`src/rtl/tick_generator.sv`:
```
// ---------------------------------------------------------------------------
// tick_generator
//
// Multi-channel clock-enable generator. Each channel divides the system clock
// by (max_i + 1) and produces a one-cycle tick plus a 50%-duty square wave.
// Outputs are enables for downstream logic, never used as clocks.
//
// Ports
//   clk    in   system clock, all logic on the rising edge
//   rst    in   synchronous active-high reset (all channels)
//   en     in   [CHANNELS]        per-channel count enable
//   max    in   [CHANNELS*WIDTH]  per-channel terminal count, channel i in
//                                 bits [i*WIDTH +: WIDTH]; period = max+1
//   sync   in   synchronous restart of all channels (keeps them phase-aligned)
//   tick   out  [CHANNELS]        registered one-cycle pulse per period
//   sq     out  [CHANNELS]        registered square wave, toggles per tick
//   phase  out  [CHANNELS*WIDTH]  current counter value, same packing as max
//
// There is no handshake on this block: inputs are sampled every edge and
// outputs are level/pulse signals valid for the cycle after each edge.
// ---------------------------------------------------------------------------
module tick_generator #(
    parameter int WIDTH    = 32,
    parameter int CHANNELS = 3
) (
    input  logic                      clk,
    input  logic                      rst,
    input  logic [CHANNELS-1:0]       en,
    input  logic [CHANNELS*WIDTH-1:0] max,
    input  logic                      sync,
    output logic [CHANNELS-1:0]       tick,
    output logic [CHANNELS-1:0]       sq,
    output logic [CHANNELS*WIDTH-1:0] phase
);

    for (genvar i = 0; i < CHANNELS; i++) begin : g_chan
        logic [WIDTH-1:0] cnt;
        logic [WIDTH-1:0] max_i;
        logic             at_term;

        assign max_i = max[i*WIDTH +: WIDTH];

        // Unsigned >= rather than ==: lowering max below the running count
        // restarts the channel on the next enabled edge instead of letting
        // the counter run all the way around 2^WIDTH.
        assign at_term = (cnt >= max_i);

        always_ff @(posedge clk) begin
            if (rst || sync) begin
                cnt     <= '0;
                tick[i] <= 1'b0;
                sq[i]   <= 1'b0;
            end else if (!en[i]) begin
                // Count and square wave hold; a pending tick is deferred to
                // the first enabled edge because at_term is still true then.
                tick[i] <= 1'b0;
            end else if (at_term) begin
                cnt     <= '0;
                tick[i] <= 1'b1;
                sq[i]   <= ~sq[i];
            end else begin
                cnt     <= cnt + 1'b1;
                tick[i] <= 1'b0;
            end
        end

        assign phase[i*WIDTH +: WIDTH] = cnt;
    end

endmodule

```
`config.mk`:
```
export PLATFORM = sky130hd
export DESIGN_NAME = tick_generator
export DESIGN_NICKNAME = d
export VERILOG_FILES = /design/src/rtl/tick_generator.sv
export SDC_FILE = /design/constraint.sdc
export NUM_CORES = 1
export LEC_CHECK = 0
export CAP_MARGIN = 20
export CORE_MARGIN = 3
export CORE_UTILIZATION = 35
export DETAILED_ROUTE_END_ITERATION = 12
export GPL_ROUTABILITY_DRIVEN = 0
export GPL_TIMING_DRIVEN = 1
export PLACE_DENSITY = 0.58
export SETUP_SLACK_MARGIN = 0.02
export SLEW_MARGIN = 20
export SYNTH_ARGS = -nofsm -noshare
export SYNTH_HDL_FRONTEND = slang
export SYNTH_SLANG_ARGS = --single-unit
```
`constraint.sdc`:
```
create_clock -name clk -period 4.09 [get_ports clk]
set_input_delay 0.409 -clock clk [delete_from_list [all_inputs] [get_ports clk]]
set_output_delay 0.409 -clock clk [all_outputs]
set_load 0.005 [all_outputs]
```
==> flow_summary.toml, run 1 <==
[sta]
tns_ps = 0
setup_viol_count_final = 0
fmaxAchievable_mhz = 340
relSlewSlack_pct = 48.0
finalCriticalPeriod_ps = 2940
final.setup_skew_ps = 8.69
tightest_slew_ps = 773
drv_slew = 0
rsz0062_at_grt = "false"
fin_crit_sh_pct = 72.0
hold_viol_final = 0

[clock_tree]
cts_buffers = 9
clkTransAtPathRegs_ps = 70
root_buffer = "clkbuf_16"
hold_buffers = 0
numClockSinks = 102
htreeDepth = 3
cts_resized = 0
cts_setup_buffers = 0
clk_path_buf_depth = 2
cts_tree = "built"
clk_latency_ps = 340

[finish]
layout-drive-gt1-share_pct = 2.37
multi_input_comb_area_um2 = 4260
final_cells = 1317
ff_latch_area_um2 = 2040
fillers = 1903
nNetsFinal = 1252
area_growth_pct = 38.3

[floorplanning]
dieArea_um2 = 21100
dieHeight_um = 145
core_um2 = 18900
std_cell_rows = 50
initial_core_util_pct = 35.9
ios = 204
die_width_um = 145

[power]
switching_share_pct = 23.5
ir_worst_vdd_v = 0.000189
power_density_nw_per_um2 = 214
p_int_mw = 1.54
power_mw = 2.01
switching_power_uw = 472
power_frac_comb_pct = 10.6
clockPowerShare_pct = 39.7
p_leak_nw = 3.93
seqPwrFrac_pct = 49.6

[flow_run]
max_cap_viol_count = 0

[worst_setup_path]
ff2ff_path_depth = 8
r2r_end = "g_chan[0].cnt[3]$_SDFFE_PP0P_"
crit_type = "primary input to flop"
start_kind = "primary input"
path_cells = "clkdlybuf4s50_1 -> inv_1 -> ha_1 -> nand4_1 -> nor4_1 -> nand2_1 -> a21oi_1 -> a211o_1 -> buf_12 -> nor2_1"
path_max_fanout = 17
critPathArrivalTime_ps = 3180
cp_slowest_cell = "a211o_1"
rrSetupSlack_ps = 1330
endpoint_kind = "flop"
regToRegStartpoint = "g_chan[0].cnt[19]$_SDFFE_PP0P_"
slowest_delay_ps = 540
cp_data_required_time_ps = 4330

[min_path]
min_to = "sq[1]$_SDFFE_PP0P_"
hp-start = "sq[1]$_SDFFE_PP0P_"
hold_class = "flop to flop"
min_path_cells = 2

[synth]
synth_top_area_cell = "dfxtp_1"
synth.top_cells.by_area = "dfxtp_1 30%, ha_1 18%, xor2_1 7.5%, inv_1 5.8%, nor2_1 5.3%"
synth-main-ff-cell = "dfxtp_1"
synthCells = 849
synth_fp_nets = 1050
synth_top_area_share_pct = 30.1
syn_area_um2 = 6790
synth-seq-area-share_pct = 30.1
yosysUniqueCellTypes = 47
asyncSetResetFlopFracSynth_pct = 0
ys_warn_count = 0
ys_seq_elements = 102
avgSynthCellArea_um2 = 7.99
synth_edf_count = 0

[routing]
routed_wl_um = 18200
num_vias = 6227
firstDrtPassIters = 4
drt_iter0_drc = 243
drc = 0
ant_nets = 0
post_drt_via_cell_ratio = 4.73
wl_per_cell_um = 13.8

[grt]
grt_pass1_wl_um = 30300
antenna_found_initial = 1
track_usage_pct = 17.1
grt_max_degree = 33
gr-total-overflow = 0
grt_pass1_vias = 6008

[place]
io_buffer_count = 203
post-dp-hpwl_um = 14600
dp_cells = 1300

[status]
status = "finished, final reports clean"
## logic make-up (layout without fill, tap and decap cells)
| family | after synthesis | in the layout | synth area share [%] |
|---|---|---|---|
| DFF | 102 | 102 | 30.1 |
| buffers and inverters | 123 | 330 | 7.12 |
| and+or+nand+nor | 346 | 346 | 24.9 |
| other | 0 | 1 | 0 |
| AOI/OAI and AO/OA | 89 | 89 | 8.00 |
| xor gates and xnor gates | 87 | 87 | 11.2 |
| adders and majority gates | 99 | 99 | 18.3 |
| muxes | 3 | 3 | 0.443 |
## flip-flops by register name, indices dropped and copies added (netlist names)
signal	cells
g_chan.cnt	96
sq	3
tick	3
## per-layer routing
layer,vias up,routed length [um],GRT usage (%)
li1,3316,-,-
met1,2765,8920,23.2
met2,129,8150,27.4
met3,17,806,3.53
met4,0,300,5.22
met5,-,0,0
## layout by cell type, fill, tap and decap left out, types with 2 or more instances in the layout
cell,instances
and4_1,12
inv_1,105
a211o_1,4
clkinvlp_4,2
o21ai_0,13
xnor2_1,29
nor2_1,96
a221oi_1,2
nor2b_1,2
and2_1,5
nand3b_1,4
or3_1,5
inv_6,2
dfxtp_1,102
nor4_1,5
clkdlybuf4s50_1,203
a21oi_1,44
ha_1,99
and3_1,14
o21a_1,4
nand4_1,30
a31oi_1,4
nor3_1,46
mux2i_1,3
a2111o_1,2
xor2_1,58
or2_2,2
clkbuf_16,9
buf_4,5
a21o_1,3
nand2_1,67
nand2b_1,10
a22oi_1,2
clkinv_2,3
nand3_1,44
a211oi_1,2
## per-stage QoR
| step | util, % | cell area (um^2) | worst slack [ps] | hold slack [ps] |
|---|---|---|---|---|
| 6_report | 49.7 | 9390 | 1150 | 475 |
| 5_1_grt | 49.7 | 9390 | 945 | 526 |
| 3_3_place_gp | 48.2 | 9110 | 831 | 457 |
| 3_5_place_dp | 48.2 | 9110 | 822 | 468 |
| 2_1_floorplan | - | 6790 | 1710 | 460 |
| 4_1_cts | 49.7 | 9380 | 1200 | 478 |
## worst max path at each step
stage | start | to | slack (ps) | depth (start not counted)
after floorplan | max[19] | g_chan[0].cnt[21]$_SDFFE_PP0P_ | 1710 | 10
after global placement | max[95] | g_chan[2].cnt[20]$_SDFFE_PP0P_ | 830 | 10
after detailed placement | max[95] | g_chan[2].cnt[24]$_SDFFE_PP0P_ | 820 | 10
after CTS | max[95] | g_chan[2].cnt[29]$_SDFFE_PP0P_ | 1200 | 10
after global routing | max[94] | g_chan[2].cnt[23]$_SDFFE_PP0P_ | 940 | 10
final | max[95] | g_chan[2].cnt[25]$_SDFFE_PP0P_ | 1150 | 10
## critical path: cells and delay by family
| family | cells | cell delay [ps] |
|---|---|---|
| AOI/OAI and AO/OA | 2 | 930 |
| adders and majority gates | 1 | 310 |
| and+or+nand+nor | 4 | 790 |
| buffers and inverters | 3 | 730 |
## layout make-up
| class | count | area share (%) |
|---|---|---|
| Timing Repair Buffer | 209 | 22.3 |
| Tap cell | 260 | 3.47 |
| Clock inverter | 7 | 0.507 |
| Sequential cell | 102 | 21.8 |
| Multi-Input combinational cell | 624 | 45.4 |
| Clock buffer | 9 | 2.40 |
| Antenna cell | 1 | 0.0267 |
| Inverter | 105 | 4.20 |
## Yosys cell counts, types with 2 or more instances
cell and n:
dfxtp_1 102, or2_2 2, a2111o_1 2, buf_6 2, nand3b_1 4, a21o_1 3, and3_1 14, a211oi_1 2
xor2_1 58, or3_1 5, nand2_1 67, nor4_1 5, mux2i_1 3, nor3_1 46, ha_1 99, nor2b_1 2
inv_1 105, a221oi_1 2, nand2b_1 10, nand3_1 44, a211o_1 4, xnor2_1 29, o21a_1 4, a21oi_1 44
and4_1 12, clkbuf_1 10, nand4_1 30, and2_1 5, nor2_1 96, buf_2 5, a31oi_1 4, o21ai_0 13
a22oi_1 2
## power by group through the flow
stage	sequential, mW	clock (mW)	combinational (mW)
floorplan	1.02	0	0.0922
global placement	1.02	0	0.213
detailed placement	1.02	0	0.215
CTS	0.997	0.834	0.216
global route	0.997	0.868	0.241
finish	0.997	0.798	0.213
No activity file was read; power rests on OpenSTA's default activity.
==> run 2: changes to the inputs <==
PLACE_DENSITY = 0.61   (was 0.58)
clock period = 2.65 ns   (was 4.09 ns; I/O delays follow)
==> run 2 against run 1 <==
Effect of this change:
- non-clock buffer count rose by 66
- combinational power up 65%
- clock power increased by 67%
- largest cell class unchanged
==> flow_summary.toml, run 2 (synthesis gave the netlist of run 1 again) <==
[min_path]
hp-start = "sq[2]$_SDFFE_PP0P_"
min_path_cells = 2
min_to = "sq[2]$_SDFFE_PP0P_"
hold_class = "flop to flop"

[routing]
drt_iter0_drc = 255
routed_wl_um = 19200
num_vias = 6585
drc = 0
ant_nets = 0
wl_per_cell_um = 13.9
post_drt_via_cell_ratio = 4.77
firstDrtPassIters = 4

[worst_setup_path]
crit_type = "primary input to flop"
rrSetupSlack_ps = 250
path_max_fanout = 27
endpoint_kind = "flop"
cp_data_required_time_ps = 2930
ff2ff_path_depth = 8
regToRegStartpoint = "g_chan[0].cnt[27]$_SDFFE_PP0P_"
start_kind = "primary input"
critPathArrivalTime_ps = 2720
r2r_end = "g_chan[0].cnt[7]$_SDFFE_PP0P_"

[sta]
fmaxAchievable_mhz = 409
holdWs_ps = 469
finalCriticalPeriod_ps = 2440
drv_slew = 0
final.setup_skew_ps = 12.3
relSlewSlack_pct = 69.5
tightest_slew_ps = 453
hold_viol_final = 0
setup_viol_count_final = 0
rsz0062_at_grt = "false"
fin_crit_sh_pct = 92.2

[finish]
largest_reg_flops = 96
final_common_cell = "clkdlybuf4s50_1"
area_growth_pct = 46.4
ff_latch_area_um2 = 2040
final_cells = 1381
fillers = 1851
multi_input_comb_area_um2 = 4270
top_regs = "g_chan.cnt x96, sq x3, tick x3"
antennaDiodeCount = 0
nNetsFinal = 1318
final_cell_mix = "203 x clkdlybuf4s50_1, 105 x inv_1, 101 x dfxtp_1, 99 x ha_1, 96 x nor2_1"
fin_util_pct = 52.6
top_register = "g_chan.cnt"
layout-drive-gt1-share_pct = 8.21
stdcell_area_um2 = 9930

[power]
p_leak_nw = 4.29
seqPwrFrac_pct = 47.8
power_mw = 3.22
power_frac_comb_pct = 10.9
power_density_nw_per_um2 = 324
switching_power_uw = 738
switching_share_pct = 22.9
p_int_mw = 2.48
ir_worst_vdd_v = 0.000276
clockPowerShare_pct = 41.3

[clock_tree]
hold_buffers = 0
numClockSinks = 102
cts_buffers = 9
clk_latency_ps = 350
clkTransAtPathRegs_ps = 70
root_buffer = "clkbuf_16"
cts_tree = "built"
clk_path_buf_depth = 2
htreeDepth = 3

[grt]
antenna_found_initial = 0
grt_pass1_vias = 6295
grt_pass1_wl_um = 31600
grt_max_degree = 33
track_usage_pct = 17.9
gr-total-overflow = 0

[floorplanning]
dieHeight_um = 145
die_width_um = 145
core_um2 = 18900
initial_core_util_pct = 35.9
dieArea_um2 = 21100
ios = 204
std_cell_rows = 50

[place]
post-dp-hpwl_um = 15500
io_buffer_count = 203
dp_cells = 1365
post_dp_cell_area_um2 = 9620

[flow_run]
max_cap_viol_count = 0

[status]
status = "finished, final reports clean"
[run 2: worst max-delay path by stage]
stage / start / end / slack (ps)
2_1_floorplan: g_chan[0].cnt[19]$_SDFFE_PP0P_ / g_chan[0].cnt[21]$_SDFFE_PP0P_ / 310
3_3_place_gp: max[30] / g_chan[0].cnt[26]$_SDFFE_PP0P_ / -90
3_5_place_dp: max[30] / g_chan[0].cnt[28]$_SDFFE_PP0P_ / -160
4_1_cts: g_chan[0].cnt[29]$_SDFFE_PP0P_ / g_chan[0].cnt[7]$_SDFFE_PP0P_ / 190
5_1_grt: max[17] / g_chan[0].cnt[16]$_SDFFE_PP0P_ / 40
6_report: max[30] / g_chan[0].cnt[7]$_SDFFE_PP0P_ / 210
[run 2: cell type report]
| type | instances | share of cell area, % |
|---|---|---|
| timing repair buffer | 275 | 26.3 |
| multi-input combinational | 624 | 43.0 |
| inverter | 105 | 3.97 |
| clock buffer | 10 | 2.31 |
| clock inverter | 5 | 0.605 |
| tap | 260 | 3.28 |
| sequential | 102 | 20.6 |
[run 2: repair_timing]
action                                  in CTS  in global routing
buffers inserted                             0                  1
resized for setup                            0                  3
endpoints found under the setup margin       0                 28
[run 2: stage by stage]
stage,setup WS [ps],TNS (ps)
global placement,-89.3,-3950
finish,207,0
global route,35.1,0
floorplan,306,0
CTS,188,0
detailed placement,-160,-7840
[run 2: worst max-delay path: stages]
cell and delay, ps:
clkdlybuf4s50_1 460, inv_1 40, ha_1 310, nand4_1 170, nor3_1 80, a222oi_1 320, or3b_4 430, a211o_1 350
buf_12 180, nor2_1 110
[run 2: power by group through the flow]
stage                     clock network [mW]  logic [mW]  registers (mW)
after floorplan                            0       0.142            1.57
after global placement                     0       0.347            1.57
after detailed placement                   0       0.352            1.57
after CTS                               1.37       0.355            1.54
after global routing                    1.43       0.396            1.54
final                                   1.33       0.352            1.54
[run 2: per-layer routing]
| metal | vias up | wire length (um) | global-route usage, % |
|---|---|---|---|
| met5 | - | 0 | 0 |
| met4 | 0 | 346 | 5.75 |
| met3 | 21 | 1030 | 3.59 |
| met2 | 162 | 8750 | 28.6 |
| met1 | 2980 | 9090 | 24.4 |
| li1 | 3422 | - | - |
